$ cat src/rtl/tinyqv_periph_bus.sv
// Peripheral bus bridge: decodes one CPU access onto a per-channel strobe,
// waits for that channel's ready (bounded), and answers the CPU with one pulse.
module tinyqv_periph_bus #(
  parameter int unsigned NUM_PERIPH = 4,
  parameter int unsigned ADDR_W     = 28,
  parameter int unsigned SEL_LSB    = 6,
  parameter int unsigned TIMEOUT    = 15
) (
  input  logic                      clk,
  input  logic                      rstn,
  input  logic [ADDR_W-1:0]         cpu_addr,
  input  logic [1:0]                cpu_write_n,
  input  logic [1:0]                cpu_read_n,
  input  logic [31:0]               cpu_data_out,
  output logic                      cpu_data_ready,
  output logic [31:0]               cpu_data_in,
  output logic [ADDR_W-1:0]         p_addr,
  output logic [31:0]               p_data_out,
  output logic [2*NUM_PERIPH-1:0]   p_write_n,
  output logic [2*NUM_PERIPH-1:0]   p_read_n,
  input  logic [NUM_PERIPH-1:0]     p_ready,
  input  logic [32*NUM_PERIPH-1:0]  p_data_in,
  output logic                      bus_error,
  output logic [7:0]                err_count
);

  localparam int unsigned SEL_W  = (NUM_PERIPH > 1) ? $clog2(NUM_PERIPH) : 1;
  localparam int unsigned STRB_W = 2 * NUM_PERIPH;
  localparam int unsigned CNT_W  = 8;
  localparam logic [CNT_W-1:0] CNT_LAST = CNT_W'(TIMEOUT - 1);

  typedef enum logic [1:0] {
    IDLE   = 2'd0,
    ACTIVE = 2'd1,
    RESP   = 2'd2
  } state_t;

  state_t              state_q, state_d;
  logic [SEL_W-1:0]    idx_q, idx_d;
  logic                wr_q, wr_d;
  logic [CNT_W-1:0]    cnt_q, cnt_d;
  logic [ADDR_W-1:0]   addr_d;
  logic [31:0]         wdata_d;
  logic [STRB_W-1:0]   pw_d, pr_d;
  logic [31:0]         rdata_d;
  logic                rdy_d;
  logic                err_d;
  logic [7:0]          errcnt_d;

  logic                req_c;
  logic                req_wr_c;
  logic [1:0]          req_size_c;
  logic [SEL_W-1:0]    req_idx_c;
  logic                req_mapped_c;
  logic [STRB_W-1:0]   req_strb_c;
  logic                sel_ready_c;
  logic [31:0]         sel_data_c;
  logic [7:0]          err_inc_c;

  // Request decode: write beats read when both strobes are active.
  always_comb begin
    req_wr_c     = (cpu_write_n != 2'b11);
    req_c        = req_wr_c || (cpu_read_n != 2'b11);
    req_size_c   = req_wr_c ? cpu_write_n : cpu_read_n;
    req_idx_c    = cpu_addr[SEL_LSB +: SEL_W];
    req_mapped_c = (32'(req_idx_c) < 32'(NUM_PERIPH));
    req_strb_c   = {STRB_W{1'b1}};
    for (int k = 0; k < int'(NUM_PERIPH); k++) begin
      if (req_idx_c == SEL_W'(k)) req_strb_c[2*k +: 2] = req_size_c;
    end
  end

  // Select ready and read data of the latched channel only.
  always_comb begin
    sel_ready_c = 1'b0;
    sel_data_c  = 32'd0;
    for (int k = 0; k < int'(NUM_PERIPH); k++) begin
      if (idx_q == SEL_W'(k)) begin
        sel_ready_c = p_ready[k];
        sel_data_c  = p_data_in[32*k +: 32];
      end
    end
  end

  // Saturating increment of the error counter.
  always_comb begin
    err_inc_c = (err_count == 8'hFF) ? err_count : err_count + 8'd1;
  end

  // Next-state and next-output logic. Timeout fires on the TIMEOUT-th strobe
  // cycle without ready; a ready seen in that same cycle still completes.
  always_comb begin
    state_d  = state_q;
    idx_d    = idx_q;
    wr_d     = wr_q;
    cnt_d    = cnt_q;
    addr_d   = p_addr;
    wdata_d  = p_data_out;
    pw_d     = p_write_n;
    pr_d     = p_read_n;
    rdata_d  = cpu_data_in;
    rdy_d    = 1'b0;
    err_d    = 1'b0;
    errcnt_d = err_count;

    case (state_q)
      IDLE: begin
        if (req_c) begin
          idx_d   = req_idx_c;
          wr_d    = req_wr_c;
          addr_d  = cpu_addr;
          wdata_d = cpu_data_out;
          cnt_d   = '0;
          if (req_mapped_c) begin
            state_d = ACTIVE;
            if (req_wr_c) pw_d = req_strb_c;
            else          pr_d = req_strb_c;
          end else begin
            state_d  = RESP;
            rdata_d  = 32'd0;
            rdy_d    = 1'b1;
            err_d    = 1'b1;
            errcnt_d = err_inc_c;
          end
        end
      end

      ACTIVE: begin
        if (sel_ready_c) begin
          state_d = RESP;
          pw_d    = {STRB_W{1'b1}};
          pr_d    = {STRB_W{1'b1}};
          rdata_d = wr_q ? 32'd0 : sel_data_c;
          rdy_d   = 1'b1;
        end else if (cnt_q == CNT_LAST) begin
          state_d  = RESP;
          pw_d     = {STRB_W{1'b1}};
          pr_d     = {STRB_W{1'b1}};
          rdata_d  = 32'd0;
          rdy_d    = 1'b1;
          err_d    = 1'b1;
          errcnt_d = err_inc_c;
        end else begin
          cnt_d = cnt_q + CNT_W'(1);
        end
      end

      RESP: begin
        state_d = IDLE;
      end

      default: begin
        state_d = IDLE;
        pw_d    = {STRB_W{1'b1}};
        pr_d    = {STRB_W{1'b1}};
      end
    endcase
  end

  // State and registered outputs; reset drops strobes immediately.
  always_ff @(posedge clk or negedge rstn) begin
    if (!rstn) begin
      state_q        <= IDLE;
      idx_q          <= '0;
      wr_q           <= 1'b0;
      cnt_q          <= '0;
      p_addr         <= '0;
      p_data_out     <= 32'd0;
      p_write_n      <= {STRB_W{1'b1}};
      p_read_n       <= {STRB_W{1'b1}};
      cpu_data_in    <= 32'd0;
      cpu_data_ready <= 1'b0;
      bus_error      <= 1'b0;
      err_count      <= 8'd0;
    end else begin
      state_q        <= state_d;
      idx_q          <= idx_d;
      wr_q           <= wr_d;
      cnt_q          <= cnt_d;
      p_addr         <= addr_d;
      p_data_out     <= wdata_d;
      p_write_n      <= pw_d;
      p_read_n       <= pr_d;
      cpu_data_in    <= rdata_d;
      cpu_data_ready <= rdy_d;
      bus_error      <= err_d;
      err_count      <= errcnt_d;
    end
  end

endmodule

$ cat config.mk
export PLATFORM = sky130hd
export DESIGN_NAME = tinyqv_periph_bus
export DESIGN_NICKNAME = d
export VERILOG_FILES = /design/src/rtl/tinyqv_periph_bus.sv
export SDC_FILE = /design/constraint.sdc
export NUM_CORES = 1
export LEC_CHECK = 0
export BUFFER_PORTS_ARGS = -buffer_cell sky130_fd_sc_hd__buf_2
export CORE_AREA = 2 2 123 125
export CTS_CLUSTER_DIAMETER = 150
export CTS_CLUSTER_SIZE = 20
export DETAILED_ROUTE_END_ITERATION = 8
export DIE_AREA = 0 0 125 127
export GPL_TIMING_DRIVEN = 1
export PLACE_DENSITY = 0.75
export SLEW_MARGIN = 20
export SYNTH_ARGS = -nofsm -noshare
export SYNTH_HDL_FRONTEND = slang
export SYNTH_SLANG_ARGS = --single-unit
$ cat constraint.sdc
create_clock -name clk -period 2 [get_ports clk]
set_clock_uncertainty 0.1 [all_clocks]
set_input_delay 0 -clock clk [delete_from_list [all_inputs] [get_ports clk]]
set_output_delay 0 -clock clk [all_outputs]
set_load 0.02 [all_outputs]
==> metrics, run 1 <==
number of synthesized register bits 129; post-synthesis adder-cell area fraction 0.645%; Net Count, Synth 590; cell area after synthesis 0.00582 sq mm; commonest cells in the netlist 113 x dfrtp_1, 61 x mux2_2, 33 x a22o_1, 33 x mux4_2, 16 x dfstp_2; post-synth top area share 48.6%; Post-Synth XOR/XNOR Area 0.903%; post-synth top area cell dfrtp_1; Last stage clock tree synthesis (4_1_cts); synth top area cells dfrtp_1 49%, mux4_2 13%, mux2_2 12%, dfstp_2 7.2%, a22o_1 5.0%; Clock Path Buffers 2; mux cell area share after synthesis 25.8%; Die Wd 125 um; Post-synth ARST share 100%; sequential area share after synthesis 55.8%; Synth Area in Compound Gates 8.75%; dpl ws -0.0726 ns; Ys Warns 0; CTS Sinks 129; Placer Congestion 0.917; largest family of logic cells by synthesized area multiplexers; Distinct cells, synth 46; Synth Area in Simple Gates 5.74%; Primary FF master, synth dfrtp_1; Halt Reason [ERROR RSZ-0060] Max buffer count reached.; # hold bufs at CTS 183; Avg Inst Size Synth 15.0 sq um; num rows 44; status aborted with a tool error; Die Y 127 um; Root Buffer clkbuf_16; initial core utilization 40.4%; postcts setup bufs 3; I/O pin total 316; cell with the most instances after synthesis dfrtp_1; number of synthesized flops with an enable pin 0; post-cts repair resize count 5; Num CTS Buffers 17; PortBufs 315; DP Wirelength 12200 um; Mapped Cells 389; H-tree levels 4
-- stage by stage --
stage | area, sq um | setup TNS (ns) | cells | hold slack, ns
2_1_floorplan | 5850 | -1.98 | 389 | -0.396
3_3_place_gp | 7710 | 0 | 876 | 0.0452
3_5_place_dp | 7710 | -0.375 | 876 | 0.0647
-- cells by family after synthesis --
kind of cell / Yosys count
compound gates: 62
xor+xnor: 6
fa+ha+maj: 3
buf+inv: 32
flops: 129
mux: 100
simple gates: 57
==> inputs of run 2 (changes only) <==
Settings changed: CORE_AREA 2 2 123 125 to unset, CORE_MARGIN set to 1, CORE_UTILIZATION set to 40, CTS_CLUSTER_DIAMETER 150 to unset, CTS_CLUSTER_SIZE 20 to unset, DIE_AREA 0 0 125 127 to unset, PLACE_DENSITY 0.75 to unset, PLACE_DENSITY_LB_ADDON set to 0.15.
Clock period 2 ns to 2.6 ns, I/O delays scaled along.
==> run 2 against run 1 <==
The flow now finishes without violations. Synthesized cell count is the same. Synthesized area is the same.
==> metrics, run 2 <==
layout filler cell count 1049; critical path arrival 2.59 ns; aggregate global routing overflow 0; Die Wd 123 um (was 125 um); number of synthesized register bits 129 (unchanged); synth top area cells dfrtp_1 49%, mux4_2 13%, mux2_2 12%, dfstp_2 7.2%, a22o_1 5.0% (unchanged); DRT iter0 DRCs 163; postcts setup bufs 0 (was 3); sequential area share after synthesis 55.8% (unchanged); FF-to-FF path depth 4; NumNets Final 1043; Post-synth ARST share 100% (unchanged); RR Endpoint cpu_data_in[20]; Final setup viols 0; Crit Path Class flop to flop; DP Wirelength 12100 um (was 12200 um); number of synthesized flops with an enable pin 0 (unchanged); post-synth top area cell dfrtp_1 (unchanged); max-cap violations 0; pwr dens 1090 mW/mm^2; layout cells sized above 1 55.4%; CTS tree done; FF-to-FF setup slack 0.20 ns; worst endpoint required time 2.80 ns; routed len/inst 16.8 um; Distinct cells, synth 46 (unchanged); Num CTS Buffers 17 (unchanged); Die Y 123 um (was 127 um); later-pin clock latency in the skew report 0.41 ns; crit path from p_addr[6]; RSZ-0062 raised after global routing no; Final Hold Fails 0; Worst-path clk slew 0.06 ns; Setup crit end cpu_data_in[20]; synth-to-layout area growth 63.4%; PortBufs 315 (unchanged); Placer Congestion 0.835 (was 0.917); remaining antenna violation count after routing 0; Worst setup EP type flop; Root Buffer clkbuf_16 (unchanged); cell area after synthesis 0.00582 sq mm (unchanged); initial core utilization 41.5% (was 40.4%); cell with the most instances after synthesis dfrtp_1 (unchanged); Clock Path Buffers 2 (unchanged); worst r2r src p_addr[6]; DP Cell Count 870 (was 876); DRC errors left 0; vias in the first global route 5523; die area 0.0150 sq mm; via count 5208; commonest non-fill, non-tap cells in the layout 314 x buf_2, 133 x dlygate4sd3_1, 112 x dfrtp_1; Primary FF master, synth dfrtp_1 (unchanged); VDD IR max 0.000589 V; Non-Filler Instances 1037; Total GRT Usage 23.5%; setup TNS 0 ns; post-synth top area share 48.6% (unchanged); Hold Path Class input port to async pin; DRT Wirelength 17400 um; largest net degree at the start of global routing 59; crit path max fanout 34; core area 0.0140 sq mm; Mapped Cells 389 (unchanged); Slew Limit Headroom 49.9%; CTS Sinks 129 (unchanged); H-tree levels 4 (unchanged); dpl ws 0.462 ns (was -0.0726 ns); top flop regs cpu_data_in: 32 flops, p_data_out: 32 flops, p_addr: 28 flops; Avg Inst Size Synth 15.0 sq um (unchanged); Ys Warns 0 (unchanged); num rows 43 (was 44); number of vias per cell 5.02; Lkg Pwr 4.60 nW; status completed (was aborted with a tool error); Slew @ Worst Pin 0.748 ns; Tcrit/Tclk final 92.2%; Max Slew Vio Count 0; PnR worst setup slack 0.204 ns; CP Launch Type flop; shortest period the worst path allows 2.40 ns; Net Count, Synth 590 (unchanged); Fmax 0.417 GHz; first-pass detailed-route iteration total 4; first-pass GRT wire length 26400 um; initial antenna violation count 2; most common cell after layout, fill and taps aside buf_2; I/O pin total 316 (unchanged); commonest cells in the netlist 113 x dfrtp_1, 61 x mux2_2, 33 x a22o_1, 33 x mux4_2, 16 x dfstp_2 (unchanged)
run 2: cell counts after synthesis:
Identical to the previous run, type by type.
run 2: how the worst min path moves through the flow:
| stage | start | end | slack, ns |
|---|---|---|---|
| floorplan | rstn | bus_error | -0.40 |
| global placement | rstn | p_addr[23] | -0.06 |
| detailed placement | rstn | p_addr[23] | -0.05 |
| CTS | rstn | p_addr[23] | 0.04 |
| global route | rstn | p_addr[23] | 0.11 |
| finish | rstn | p_addr[23] | 0.04 |
run 2: cell type report:
cell class | instances | area, sq um | area share (%)
antenna | 3 | 7.51 | 0.0789
multi-input combinational | 228 | 2450 | 25.8
sequential | 129 | 3250 | 34.1
clock inverter | 11 | 91.3 | 0.960
clock buffer | 20 | 447 | 4.69
tap | 180 | 225 | 2.37
inverter | 8 | 30.0 | 0.316
timing repair buffer | 458 | 3010 | 31.7
run 2: metal layers:
| metal | vias to the layer above | part of all wire (%) | GRT usage, % |
|---|---|---|---|
| met5 | - | 0 | 0 |
| met4 | 0 | 3.2 | 13.3 |
| met3 | 43 | 6.3 | 5.67 |
| met2 | 235 | 53 | 42.2 |
| met1 | 2540 | 37 | 25.3 |
| li1 | 2390 | - | - |
run 2: report_power, final:
group,total [mW],internal (mW),switching (mW),leakage (nW)
registers,3.22,2.81,0.409,1.58
logic,5.04,2.51,2.53,2.76
clock network,2.15,1.32,0.831,0.261
total,10.4,6.64,3.77,4.60
run 2: logic make-up after synthesis:
family | count (synthesis) | share of synthesized area, %
flip-flops | 129 | 55.8
multiplexers | 100 | 25.8
AO/OA/AOI/OAI | 62 | 8.75
AND/OR/NAND/NOR | 57 | 5.74
buffers and inverters | 32 | 2.39
XOR/XNOR | 6 | 0.903
adder cells (fa/ha/maj) | 3 | 0.645
run 2: repair_timing:
item / in CTS / in global routing
setup endpoints to repair: 0 / 27
resized for setup: 0 / 1
hold buffers: 133 / 0
hold endpoints to repair: 152 / 0
run 2: metrics by stage:
stage	utilization, %	hold slack, ns	cell area [sq um]	total power [mW]
CTS	67.7	0.0448	9500	10.5
global placement	54.4	-0.0616	7630	7.65
finish	67.8	0.0410	9520	10.4
floorplan	-	-0.396	5820	6.34
detailed placement	54.4	-0.0533	7630	7.77
global route	67.7	0.108	9510	11.0
run 2: worst max-delay path, stage by stage, from the launching register on:
cell and delay [ns]:
dfrtp_2 0.38, buf_6 0.38, mux4_2 0.58, dlygate4sd3_1 0.61, a22o_1 0.22
Note: power is estimated with default switching activity, not from simulation.
==> inputs of run 3 (changes only) <==
Settings changed: CORE_MARGIN 1 to 2.
==> run 3 against run 2 <==
Utilization fell by 1.4 points. Worst setup slack improved by 0.072 ns. Via count is 0.35% lower. Design area increased by 0.16%. Fmax increased by 3.1%. Critical path type unchanged.
==> metrics, run 3 (same netlist as run 2, synthesis figures left out) <==
pwr dens 1100 mW/mm^2 (was 1090 mW/mm^2); Hold Path Class input port to async pin (unchanged); VDD IR max 0.000525 V (was 0.000589 V); NumNets Final 1042 (was 1043); DP Wirelength 12400 um (was 12100 um); vias in the first global route 5608 (was 5523); aggregate global routing overflow 0 (unchanged); crit path max fanout 34 (unchanged); critical path cell sequence buf_6 > mux4_2 > dlygate4sd3_1 > a22o_1 (unchanged); Final Hold Fails 0 (unchanged); top flop regs cpu_data_in: 32 flops, p_data_out: 32 flops, p_addr: 28 flops (unchanged); fin util 66.3% (was 67.8%); synth-to-layout area growth 63.7% (was 63.4%); DRT Wirelength 17600 um (was 17400 um); postcts setup bufs 0 (unchanged); Power Total 10.5 mW (was 10.4 mW); status completed (unchanged); CTS Sinks 129 (unchanged); CP Launch Type flop (unchanged); Slew Limit Headroom 55.4% (was 49.9%); routed len/inst 16.9 um (was 16.8 um); Fmax 0.430 GHz (was 0.417 GHz); Crit Path Class flop to flop (unchanged); Placed Area 0.00764 sq mm (was 0.00763 sq mm); Final setup viols 0 (unchanged); setup TNS 0 ns (unchanged); fin area 0.00953 sq mm (was 0.00952 sq mm); initial core utilization 40.5% (was 41.5%); Root Buffer clkbuf_16 (unchanged); Lkg Pwr 4.61 nW (was 4.60 nW); dpl ws 0.572 ns (was 0.462 ns); commonest non-fill, non-tap cells in the layout 314 x buf_2, 132 x dlygate4sd3_1, 112 x dfrtp_1 (was 314 x buf_2, 133 x dlygate4sd3_1, 112 x dfrtp_1); shortest period the worst path allows 2.32 ns (was 2.40 ns); layout cells sized above 1 55.0% (was 55.4%); max-cap violations 0 (unchanged); Top Family by Delay on Critical Path buffers and inverters (unchanged); H-tree levels 4 (unchanged); initial antenna violation count 4 (was 2); Tcrit/Tclk final 89.4% (was 92.2%); CP Buf/Inv Count 2 (unchanged); Max Slew Vio Count 0 (unchanged); first-pass detailed-route iteration total 4 (unchanged); later-pin clock latency in the skew report 0.41 ns (about the same); first-pass GRT wire length 28000 um (was 26400 um); Worst setup EP type flop (unchanged); num rows 44 (was 43); crit path from p_addr[6] (unchanged); critical path arrival 2.52 ns (was 2.59 ns); RSZ-0062 raised after global routing no (unchanged); largest net degree at the start of global routing 69 (was 59); Die Y 125 um (was 123 um); Placer Congestion 0.891 (was 0.835); Die Wd 125 um (was 123 um); remaining antenna violation count after routing 0 (unchanged); slowest CP cell dlygate4sd3_1 (unchanged); core area 0.0144 sq mm (was 0.0140 sq mm); Slew @ Worst Pin 0.669 ns (was 0.748 ns); Clock Path Buffers 2 (unchanged); die area 0.0155 sq mm (was 0.0150 sq mm); Worst-path clk slew 0.05 ns (was 0.06 ns); PortBufs 315 (unchanged); worst r2r src p_addr[6] (unchanged); Worst path max stage delay 0.57 ns (was 0.61 ns); DRC errors left 0 (unchanged); most common cell after layout, fill and taps aside buf_2 (unchanged); Total GRT Usage 22.9% (was 23.5%); Num CTS Buffers 17 (unchanged); worst endpoint required time 2.79 ns (was 2.80 ns); CTS tree done (unchanged); DRT iter0 DRCs 139 (was 163); via count 5190 (was 5208); PnR worst setup slack 0.275 ns (was 0.204 ns); I/O pin total 316 (unchanged); number of vias per cell 4.98 (was 5.02)
==> run 3: cell types whose count changed in the layout (fill, tap and decap cells not counted) <==
cell           delta
clkbuf_8          +3
clkinvlp_4        -2
diode_2           +1
dlygate4sd3_1     -1
clkinv_4          -1
clkinv_2          -3
clkbuf_1          +4
==> run 3: routing by layer <==
| metal | vias up | global-route usage (%) | part of all wire (%) |
|---|---|---|---|
| met3 | 34 | 5.24 | 5.8 |
| met5 | - | 0 | 0 |
| met1 | 2549 | 25.5 | 38 |
| met4 | 0 | 10.7 | 3.0 |
| met2 | 210 | 41.5 | 53 |
| li1 | 2397 | - | - |
==> run 3: power by group <==
part           leakage, nW  internal, mW  switching (mW)
Clock                0.271          1.41           0.805
Sequential            1.58          2.81           0.410
Combinational         2.76          2.51            2.52
Total                 4.61          6.73            3.73
==> run 3: final cells by class <==
type	instances	area (sq um)
fillers	1089	4840
diodes	4	10.0
multi-input cells	228	2450
inverters	8	30.0
clock buffers	27	503
well taps	184	230
flip-flops and latches	129	3250
repair buffers	457	3000
clock inverters	5	52.6
==> run 3: path summary, 6_finish.rpt <==
kind                                   endpoint  slack [ns]  cells past startpoint
worst max register to register  cpu_data_in[31]        0.28                      4
max in group asynchronous          p_write_n[5]        1.54                      3
worst max-delay path            cpu_data_in[31]        0.28                      4
worst min register to register         cnt_q[7]        0.38                      1
worst min-delay path              p_data_out[1]         0.1                      2
min in group clk                       cnt_q[1]        0.11                      4
==> run 3: timing repair <==
item / in CTS / in global routing
hold buffers: 132 / 0
hold endpoints to repair: 160 / 0
gates resized for setup: 0 / 1
setup endpoints to repair: 0 / 6
==> run 3: per-stage QoR <==
step                std cells  hold slack [ns]
floorplan                 389           -0.396
detailed placement        874          -0.0167
global route             1042            0.132
global placement          874          -0.0241
finish                   1042           0.0955
CTS                      1038           0.0957
